### config.mk
export PLATFORM = sky130hd
export DESIGN_NAME = alu_exec_stage
export DESIGN_NICKNAME = d
export VERILOG_FILES = /design/src/rtl/alu_pkg.sv /design/src/rtl/cond_check.sv /design/src/rtl/alu_exec_stage.sv
export SDC_FILE = /design/constraint.sdc
export NUM_CORES = 1
export LEC_CHECK = 0
export CORE_ASPECT_RATIO = 0.7
export CORE_MARGIN = 5
export CORE_UTILIZATION = 35
export CTS_CLUSTER_DIAMETER = 50
export DETAILED_ROUTE_END_ITERATION = 10
export PLACE_DENSITY = 0.63
export REMOVE_ABC_BUFFERS = 1
export SLEW_MARGIN = 30
export SYNTH_ARGS = -nofsm -noshare
export SYNTH_HDL_FRONTEND = slang
export SYNTH_SLANG_ARGS = --single-unit
### constraint.sdc
create_clock -name CLK -period 7.57 [get_ports CLK]
set_clock_uncertainty 0.05 [all_clocks]
set_input_delay 0.757 -clock CLK [delete_from_list [all_inputs] [get_ports CLK]]
set_output_delay 0.757 -clock CLK [all_outputs]
set_load 0.02 [all_outputs]
### src/rtl/alu_pkg.sv
// Shared constants for the ARM data-processing ALU and condition logic.
// Latency: n/a (constants only).
// Backpressure: n/a.
package alu_pkg;

  // Data-processing opcodes, ARM encoding order
  localparam logic [3:0] OP_AND = 4'd0;
  localparam logic [3:0] OP_EOR = 4'd1;
  localparam logic [3:0] OP_SUB = 4'd2;
  localparam logic [3:0] OP_RSB = 4'd3;
  localparam logic [3:0] OP_ADD = 4'd4;
  localparam logic [3:0] OP_ADC = 4'd5;
  localparam logic [3:0] OP_SBC = 4'd6;
  localparam logic [3:0] OP_RSC = 4'd7;
  localparam logic [3:0] OP_TST = 4'd8;
  localparam logic [3:0] OP_TEQ = 4'd9;
  localparam logic [3:0] OP_CMP = 4'd10;
  localparam logic [3:0] OP_CMN = 4'd11;
  localparam logic [3:0] OP_ORR = 4'd12;
  localparam logic [3:0] OP_MOV = 4'd13;
  localparam logic [3:0] OP_BIC = 4'd14;
  localparam logic [3:0] OP_MVN = 4'd15;

  // Condition codes
  localparam logic [3:0] CC_EQ = 4'd0;
  localparam logic [3:0] CC_NE = 4'd1;
  localparam logic [3:0] CC_CS = 4'd2;
  localparam logic [3:0] CC_CC = 4'd3;
  localparam logic [3:0] CC_MI = 4'd4;
  localparam logic [3:0] CC_PL = 4'd5;
  localparam logic [3:0] CC_VS = 4'd6;
  localparam logic [3:0] CC_VC = 4'd7;
  localparam logic [3:0] CC_HI = 4'd8;
  localparam logic [3:0] CC_LS = 4'd9;
  localparam logic [3:0] CC_GE = 4'd10;
  localparam logic [3:0] CC_LT = 4'd11;
  localparam logic [3:0] CC_GT = 4'd12;
  localparam logic [3:0] CC_LE = 4'd13;
  localparam logic [3:0] CC_AL = 4'd14;
  localparam logic [3:0] CC_NV = 4'd15;

  // Bit positions inside the {N,Z,C,V} flag vector
  localparam int FLAG_N = 3;
  localparam int FLAG_Z = 2;
  localparam int FLAG_C = 1;
  localparam int FLAG_V = 0;

endpackage

### src/rtl/cond_check.sv
// ARM condition-field evaluation against an NZCV flag vector.
// Latency: combinational.
// Backpressure: none; pure function of its inputs.
module cond_check
  import alu_pkg::*;
(
  input  logic [3:0] cond,
  input  logic [3:0] flags,
  output logic       pass
);

  logic n, z, c, v;

  assign n = flags[FLAG_N];
  assign z = flags[FLAG_Z];
  assign c = flags[FLAG_C];
  assign v = flags[FLAG_V];

  // Decode the condition field; NV is treated as never-execute
  always_comb begin
    pass = 1'b0;
    case (cond)
      CC_EQ:   pass = z;
      CC_NE:   pass = !z;
      CC_CS:   pass = c;
      CC_CC:   pass = !c;
      CC_MI:   pass = n;
      CC_PL:   pass = !n;
      CC_VS:   pass = v;
      CC_VC:   pass = !v;
      CC_HI:   pass = c && !z;
      CC_LS:   pass = !c || z;
      CC_GE:   pass = (n == v);
      CC_LT:   pass = (n != v);
      CC_GT:   pass = !z && (n == v);
      CC_LE:   pass = z || (n != v);
      CC_AL:   pass = 1'b1;
      default: pass = 1'b0;
    endcase
  end

endmodule

### src/rtl/alu_exec_stage.sv
// Registered ARM data-processing ALU stage with condition check and NZCV register.
// Latency: 1 cycle from accept to OUT_VALID.
// Backpressure: IN_READY = !OUT_VALID || OUT_READY; outputs hold while stalled.
module alu_exec_stage
  import alu_pkg::*;
#(
  parameter int DW = 32,
  parameter int RW = 4
) (
  input  logic          CLK,
  input  logic          RST,
  input  logic          FLUSH,
  input  logic          IN_VALID,
  output logic          IN_READY,
  input  logic [DW-1:0] OPN,
  input  logic [DW-1:0] OP2,
  input  logic          SFT_COUT,
  input  logic [3:0]    ALU_OP,
  input  logic          S_BIT,
  input  logic [3:0]    COND,
  input  logic [RW-1:0] RD_IN,
  output logic          OUT_VALID,
  input  logic          OUT_READY,
  output logic [DW-1:0] RESULT,
  output logic [RW-1:0] RD_OUT,
  output logic          WB_EN,
  output logic [3:0]    FLAGS
);

  logic          cond_pass;
  logic          accept;
  logic          is_test;
  logic          is_arith;
  logic [DW-1:0] add_a;
  logic [DW-1:0] add_b;
  logic          add_cin;
  logic [DW:0]   add_sum;
  logic [DW-1:0] logic_res;
  logic [DW-1:0] alu_res;
  logic [3:0]    flags_nxt;
  logic          flag_wr;

  cond_check u_cond_check (
    .cond  (COND),
    .flags (FLAGS),
    .pass  (cond_pass)
  );

  assign IN_READY = !OUT_VALID || OUT_READY;
  assign accept   = IN_VALID && IN_READY && !FLUSH;
  assign is_test  = (ALU_OP == OP_TST) || (ALU_OP == OP_TEQ) ||
                    (ALU_OP == OP_CMP) || (ALU_OP == OP_CMN);
  assign flag_wr  = accept && cond_pass && (S_BIT || is_test);

  // Map every opcode onto one adder: subtraction is a + ~b + cin so carry is NOT borrow
  always_comb begin
    is_arith  = 1'b1;
    add_a     = OPN;
    add_b     = OP2;
    add_cin   = 1'b0;
    logic_res = '0;
    case (ALU_OP)
      OP_SUB, OP_CMP: begin add_b = ~OP2; add_cin = 1'b1; end
      OP_RSB:         begin add_a = OP2; add_b = ~OPN; add_cin = 1'b1; end
      OP_ADD, OP_CMN: add_cin = 1'b0;
      OP_ADC:         add_cin = FLAGS[FLAG_C];
      OP_SBC:         begin add_b = ~OP2; add_cin = FLAGS[FLAG_C]; end
      OP_RSC:         begin add_a = OP2; add_b = ~OPN; add_cin = FLAGS[FLAG_C]; end
      OP_AND, OP_TST: begin is_arith = 1'b0; logic_res = OPN & OP2; end
      OP_EOR, OP_TEQ: begin is_arith = 1'b0; logic_res = OPN ^ OP2; end
      OP_ORR:         begin is_arith = 1'b0; logic_res = OPN | OP2; end
      OP_MOV:         begin is_arith = 1'b0; logic_res = OP2; end
      OP_BIC:         begin is_arith = 1'b0; logic_res = OPN & ~OP2; end
      default:        begin is_arith = 1'b0; logic_res = ~OP2; end
    endcase
    add_sum = {1'b0, add_a} + {1'b0, add_b} + {{DW{1'b0}}, add_cin};
    alu_res = is_arith ? add_sum[DW-1:0] : logic_res;
  end

  // Next NZCV: arithmetic takes adder carry/overflow, logical takes shifter carry and keeps V
  always_comb begin
    flags_nxt         = FLAGS;
    flags_nxt[FLAG_N] = alu_res[DW-1];
    flags_nxt[FLAG_Z] = (alu_res == '0);
    if (is_arith) begin
      flags_nxt[FLAG_C] = add_sum[DW];
      flags_nxt[FLAG_V] = (add_a[DW-1] == add_b[DW-1]) && (add_sum[DW-1] != add_a[DW-1]);
    end else begin
      flags_nxt[FLAG_C] = SFT_COUT;
    end
  end

  // Output register and flag register; flush kills both the held item and any accept
  always_ff @(posedge CLK) begin
    if (RST) begin
      OUT_VALID <= 1'b0;
      RESULT    <= '0;
      RD_OUT    <= '0;
      WB_EN     <= 1'b0;
      FLAGS     <= 4'b0000;
    end else begin
      if (FLUSH) begin
        OUT_VALID <= 1'b0;
      end else if (accept) begin
        OUT_VALID <= 1'b1;
        RESULT    <= alu_res;
        RD_OUT    <= RD_IN;
        WB_EN     <= cond_pass && !is_test;
      end else if (OUT_VALID && OUT_READY) begin
        OUT_VALID <= 1'b0;
      end
      if (flag_wr) begin
        FLAGS <= flags_nxt;
      end
    end
  end

endmodule

==> flow_results.xml <==
<?xml version="1.0" encoding="UTF-8"?>
<metrics>
  <group name="run_status">
    <metric name="outcome" unit="">completed</metric>
  </group>
  <group name="cells_and_area">
    <metric name="final_nets" unit="">1313</metric>
    <metric name="num_antenna_cells" unit="">0</metric>
    <metric name="drive_gt1_share" unit="%">3.95</metric>
    <metric name="flow.area_growth_from_synthesis" unit="%">21.9</metric>
    <metric name="multi_input_area" unit="mm2">0.00559</metric>
    <metric name="fin_cells" unit="">1436</metric>
    <metric name="register_area" unit="um2">841</metric>
    <metric name="finish.utilization" unit="%">43.4</metric>
    <metric name="fillCellCount" unit="">2079</metric>
    <metric name="final_design_area_no_fill" unit="mm2">0.00861</metric>
  </group>
  <group name="cts">
    <metric name="number_of_setup_buffers_added_after_cts" unit="">0</metric>
    <metric name="post_cts_gate_resize_count" unit="">0</metric>
    <metric name="cts.root.buffer_cell" unit="">sky130_fd_sc_hd__clkbuf_16</metric>
    <metric name="htreeDepth" unit="">2</metric>
    <metric name="worst_setup_hold_path_clk_slew" unit="ns">0.07</metric>
    <metric name="cts_made_buffers" unit="">5</metric>
    <metric name="cts_hold_buffers" unit="">0</metric>
    <metric name="tritoncts" unit="">yes</metric>
    <metric name="cts_sinks" unit="">42</metric>
    <metric name="cts_buffer_depth" unit="">2</metric>
    <metric name="worst_skew_pair.late_latency" unit="ns">0.30</metric>
  </group>
  <group name="place">
    <metric name="final_hpwl_from_detailed_placement" unit="um">20200</metric>
    <metric name="place_congestion" unit="">0.965</metric>
    <metric name="dpl_cell_area" unit="mm2">0.00847</metric>
    <metric name="post-place-cells" unit="">1428</metric>
    <metric name="placement.io_buffers" unit="">125</metric>
  </group>
  <group name="yosys">
    <metric name="synth_async_sr_flop_share" unit="%">0</metric>
    <metric name="mapped_cell_area" unit="mm2">0.00707</metric>
    <metric name="number_of_synthesized_flops_with_an_enable_pin" unit="">0</metric>
    <metric name="netlist_top_cells_area" unit="">sky130_fd_sc_hd__dfxtp_1 (12%), sky130_fd_sc_hd__ha_1 (11%), sky130_fd_sc_hd__o21ai_0 (9.1%)</metric>
    <metric name="synth_seq_area_share" unit="%">11.9</metric>
    <metric name="postSynthRegisterBits" unit="">42</metric>
    <metric name="yosys_warnings" unit="">0</metric>
    <metric name="post_synth_num_cell_types" unit="">82</metric>
    <metric name="synth_largest_area_cell" unit="">sky130_fd_sc_hd__dfxtp_1</metric>
    <metric name="synth.cells.most_frequent" unit="">sky130_fd_sc_hd__nand2_1 (137), sky130_fd_sc_hd__o21ai_0 (129), sky130_fd_sc_hd__nor2_1 (102), sky130_fd_sc_hd__a21oi_1 (87), sky130_fd_sc_hd__inv_1 (79)</metric>
    <metric name="dominantRegCellSynth" unit="">sky130_fd_sc_hd__dfxtp_1</metric>
    <metric name="synth_cells" unit="">1101</metric>
    <metric name="netlist.area_leader.share" unit="%">11.9</metric>
    <metric name="synth_most_common_cell" unit="">sky130_fd_sc_hd__nand2_1</metric>
    <metric name="syn_avg_cell_area" unit="um2">6.42</metric>
  </group>
  <group name="drt">
    <metric name="detailedRoute.firstIterationViolations" unit="">1006</metric>
    <metric name="vias" unit="">8510</metric>
    <metric name="route.detailed.drc" unit="">0</metric>
    <metric name="drtAntennaViolNets" unit="">0</metric>
    <metric name="drt-pass1-iter-count" unit="">5</metric>
    <metric name="route.final.wire_length" unit="um">27800</metric>
    <metric name="route.detailed.vias_per_inst" unit="">5.93</metric>
    <metric name="routed_wire_length_per_instance" unit="um">19.4</metric>
  </group>
  <group name="worst_setup_path">
    <metric name="r2r_end" unit="">FLAGS[2]$_SDFFE_PP0P_</metric>
    <metric name="worstSetupPathType" unit="">in -&gt; reg</metric>
    <metric name="worstPathMaxFanout" unit="">31</metric>
    <metric name="worst_reg2reg_startpoint" unit="">FLAGS[1]$_SDFFE_PP0P_</metric>
    <metric name="ff2ff_setup_slack" unit="ns">2.76</metric>
    <metric name="setup.worst_path.end_class" unit="">register</metric>
    <metric name="worst-endpoint-arrival" unit="ns">6.35</metric>
    <metric name="worstPathRequired" unit="ns">7.77</metric>
    <metric name="worstRegToRegCells" unit="">15</metric>
    <metric name="worstSetupStartpointType" unit="">input pin</metric>
  </group>
  <group name="pwr">
    <metric name="switching_share" unit="%">45.6</metric>
    <metric name="sequential_group_share_of_total_power" unit="%">20.3</metric>
    <metric name="switching_power" unit="W">0.000550</metric>
    <metric name="p_clk_share" unit="%">19.5</metric>
    <metric name="power.leakage" unit="nW">3.50</metric>
    <metric name="peakVddDrop" unit="uV">73.7</metric>
    <metric name="comb_power_share" unit="%">60.2</metric>
    <metric name="pwr_density_cell" unit="mW/mm2">140</metric>
    <metric name="cell_internal_pwr" unit="W">0.000656</metric>
  </group>
  <group name="worst_hold_path">
    <metric name="holdPathEnd" unit="">RD_OUT[1]$_SDFFE_PP0P_</metric>
    <metric name="timing.hold.worst.class" unit="">reg -&gt; reg</metric>
    <metric name="hold_path.startpoint" unit="">RD_OUT[1]$_SDFFE_PP0P_</metric>
    <metric name="whs_path_depth" unit="">2</metric>
  </group>
  <group name="sta">
    <metric name="post-route-min-period" unit="ns">6.15</metric>
    <metric name="finalSetupViolCount" unit="">0</metric>
    <metric name="final-max-slew-violation-count" unit="">0</metric>
    <metric name="max-slew-margin-rel" unit="%">41.4</metric>
    <metric name="totalNegativeSetupSlack" unit="ns">0</metric>
    <metric name="worst-slew-pin-transition" unit="ns">0.865</metric>
    <metric name="rsz_0062_raised_after_global_routing" unit="">no</metric>
    <metric name="timing_limited_maximum_frequency" unit="GHz">0.162</metric>
    <metric name="hold_viol_final" unit="">0</metric>
    <metric name="fin_crit_sh" unit="%">81.3</metric>
  </group>
  <group name="grt">
    <metric name="pin_count_of_the_biggest_net_entering_global_routing" unit="">85</metric>
    <metric name="global_route.usage.total" unit="%">23.1</metric>
    <metric name="global_route_wire_length_before_repair" unit="um">43700</metric>
    <metric name="grt_overflow_total" unit="">0</metric>
    <metric name="via_count_of_the_first_global_routing_pass" unit="">7833</metric>
    <metric name="antenna_violations_before_repair" unit="">0</metric>
  </group>
  <group name="die">
    <metric name="die_x" unit="um">180</metric>
    <metric name="die-height" unit="um">129</metric>
    <metric name="floorplan.rows" unit="">43</metric>
    <metric name="floorplan.die_area" unit="mm2">0.0232</metric>
    <metric name="boundaryPins" unit="">126</metric>
    <metric name="initial_core_util" unit="%">35.6</metric>
    <metric name="design.core.area" unit="mm2">0.0199</metric>
  </group>
  <group name="flow_run">
    <metric name="timing.max_cap.violations" unit="">0</metric>
  </group>
</metrics>
[sequential cells by signal, summed over array words and instances (netlist names)]
name,flops
WB_EN,1
RESULT,32
OUT_VALID,1
FLAGS,4
RD_OUT,4
[cell families after synthesis]
| logic type | synth area share [%] |
|---|---|
| simple gates | 23.9 |
| mux | 2.02 |
| compound gates | 38.0 |
| xor+xnor | 3.22 |
| buf+inv | 9.24 |
| flops | 11.9 |
| fa+ha+maj | 11.7 |
[how the worst max path moves through the flow]
stage	start	end	slack [ns]
floorplan	ALU_OP[0]	FLAGS[2]$_SDFFE_PP0P_	1.74
global placement	ALU_OP[0]	FLAGS[2]$_SDFFE_PP0P_	1.05
detailed placement	ALU_OP[0]	FLAGS[2]$_SDFFE_PP0P_	1.26
CTS	ALU_OP[0]	FLAGS[2]$_SDFFE_PP0P_	1.54
global route	ALU_OP[0]	FLAGS[2]$_SDFFE_PP0P_	1.16
finish	ALU_OP[0]	FLAGS[2]$_SDFFE_PP0P_	1.42
[critical path, stage by stage]
cell,delay (ns)
sky130_fd_sc_hd__clkdlybuf4s50_1,0.64
sky130_fd_sc_hd__nand2_1,0.15
sky130_fd_sc_hd__or2_2,0.42
sky130_fd_sc_hd__o21ai_2,0.10
sky130_fd_sc_hd__buf_4,0.37
sky130_fd_sc_hd__nand2_1,0.09
sky130_fd_sc_hd__o21ai_0,0.08
sky130_fd_sc_hd__o21ai_0,0.17
sky130_fd_sc_hd__fa_1,0.48
sky130_fd_sc_hd__a21o_1,0.23
sky130_fd_sc_hd__a221o_1,0.37
sky130_fd_sc_hd__a22oi_1,0.19
sky130_fd_sc_hd__nand3b_1,0.16
sky130_fd_sc_hd__xor2_1,0.18
sky130_fd_sc_hd__a221o_1,0.37
sky130_fd_sc_hd__a2111oi_1,0.77
sky130_fd_sc_hd__nand4_1,0.17
sky130_fd_sc_hd__or4_1,0.56
sky130_fd_sc_hd__nand2_1,0.08
[area by class of cell]
type	instances	share of cell area (%)
Multi-Input combinational cell	890	64.9
Tap cell	270	3.92
Timing Repair Buffer	146	16.2
Clock inverter	1	0.0581
Sequential cell	42	9.76
Inverter	80	3.49
Clock buffer	7	1.66
[power groups by stage]
stage	logic (W)	clock network, W	registers (W)
2_1_floorplan	0.000430	0	0.000269
3_3_place_gp	0.000701	0	0.000250
3_5_place_dp	0.000706	0	0.000251
4_1_cts	0.000711	0.000240	0.000246
5_1_grt	0.000792	0.000249	0.000248
6_report	0.000726	0.000235	0.000246
[cell usage in the layout (no fill, tap or decap), drive strengths merged, types with 6 or more instances in the layout]
| cell type | synthesis | routed |
|---|---|---|
| and3 | 6 | 6 |
| a22o | 6 | 6 |
| o221ai | 11 | 11 |
| ha | 63 | 63 |
| xnor2 | 20 | 20 |
| nand3b | 6 | 6 |
| nand3 | 27 | 27 |
| a21boi | 6 | 6 |
| a21o | 12 | 12 |
| nor2 | 102 | 102 |
| a21oi | 87 | 87 |
| a22oi | 15 | 15 |
| buf | 16 | 23 |
| inv | 80 | 80 |
| nand2b | 9 | 9 |
| a211oi | 31 | 31 |
| xor2 | 6 | 6 |
| a221oi | 7 | 7 |
| nor3 | 30 | 30 |
| nand4 | 12 | 12 |
| nand2 | 137 | 137 |
| nor2b | 15 | 15 |
| a31oi | 9 | 9 |
| o22ai | 9 | 9 |
| a211o | 6 | 6 |
| o21ai | 141 | 141 |
| clkdlybuf4s50 | 0 | 123 |
| clkbuf | 73 | 7 |
| dfxtp | 42 | 42 |
| o211ai | 15 | 15 |
| mux2i | 12 | 12 |
[layer usage]
layer	vias to the layer above	GRT usage, %	wire, um
met5	-	0	0
met4	0	4.30	269
met3	23	5.14	3090
met2	464	33.7	11200
met1	3898	34.9	13300
li1	4125	-	-
[metrics by stage]
stage	power, W	hold WS [ns]	worst slack [ns]
detailed placement	0.000956	0.398	1.26
floorplan	0.000698	0.478	1.74
finish	0.00121	0.407	1.42
global route	0.00129	0.429	1.16
global placement	0.000951	0.393	1.05
CTS	0.00120	0.407	1.54
(Power assumes the default switching activity.)
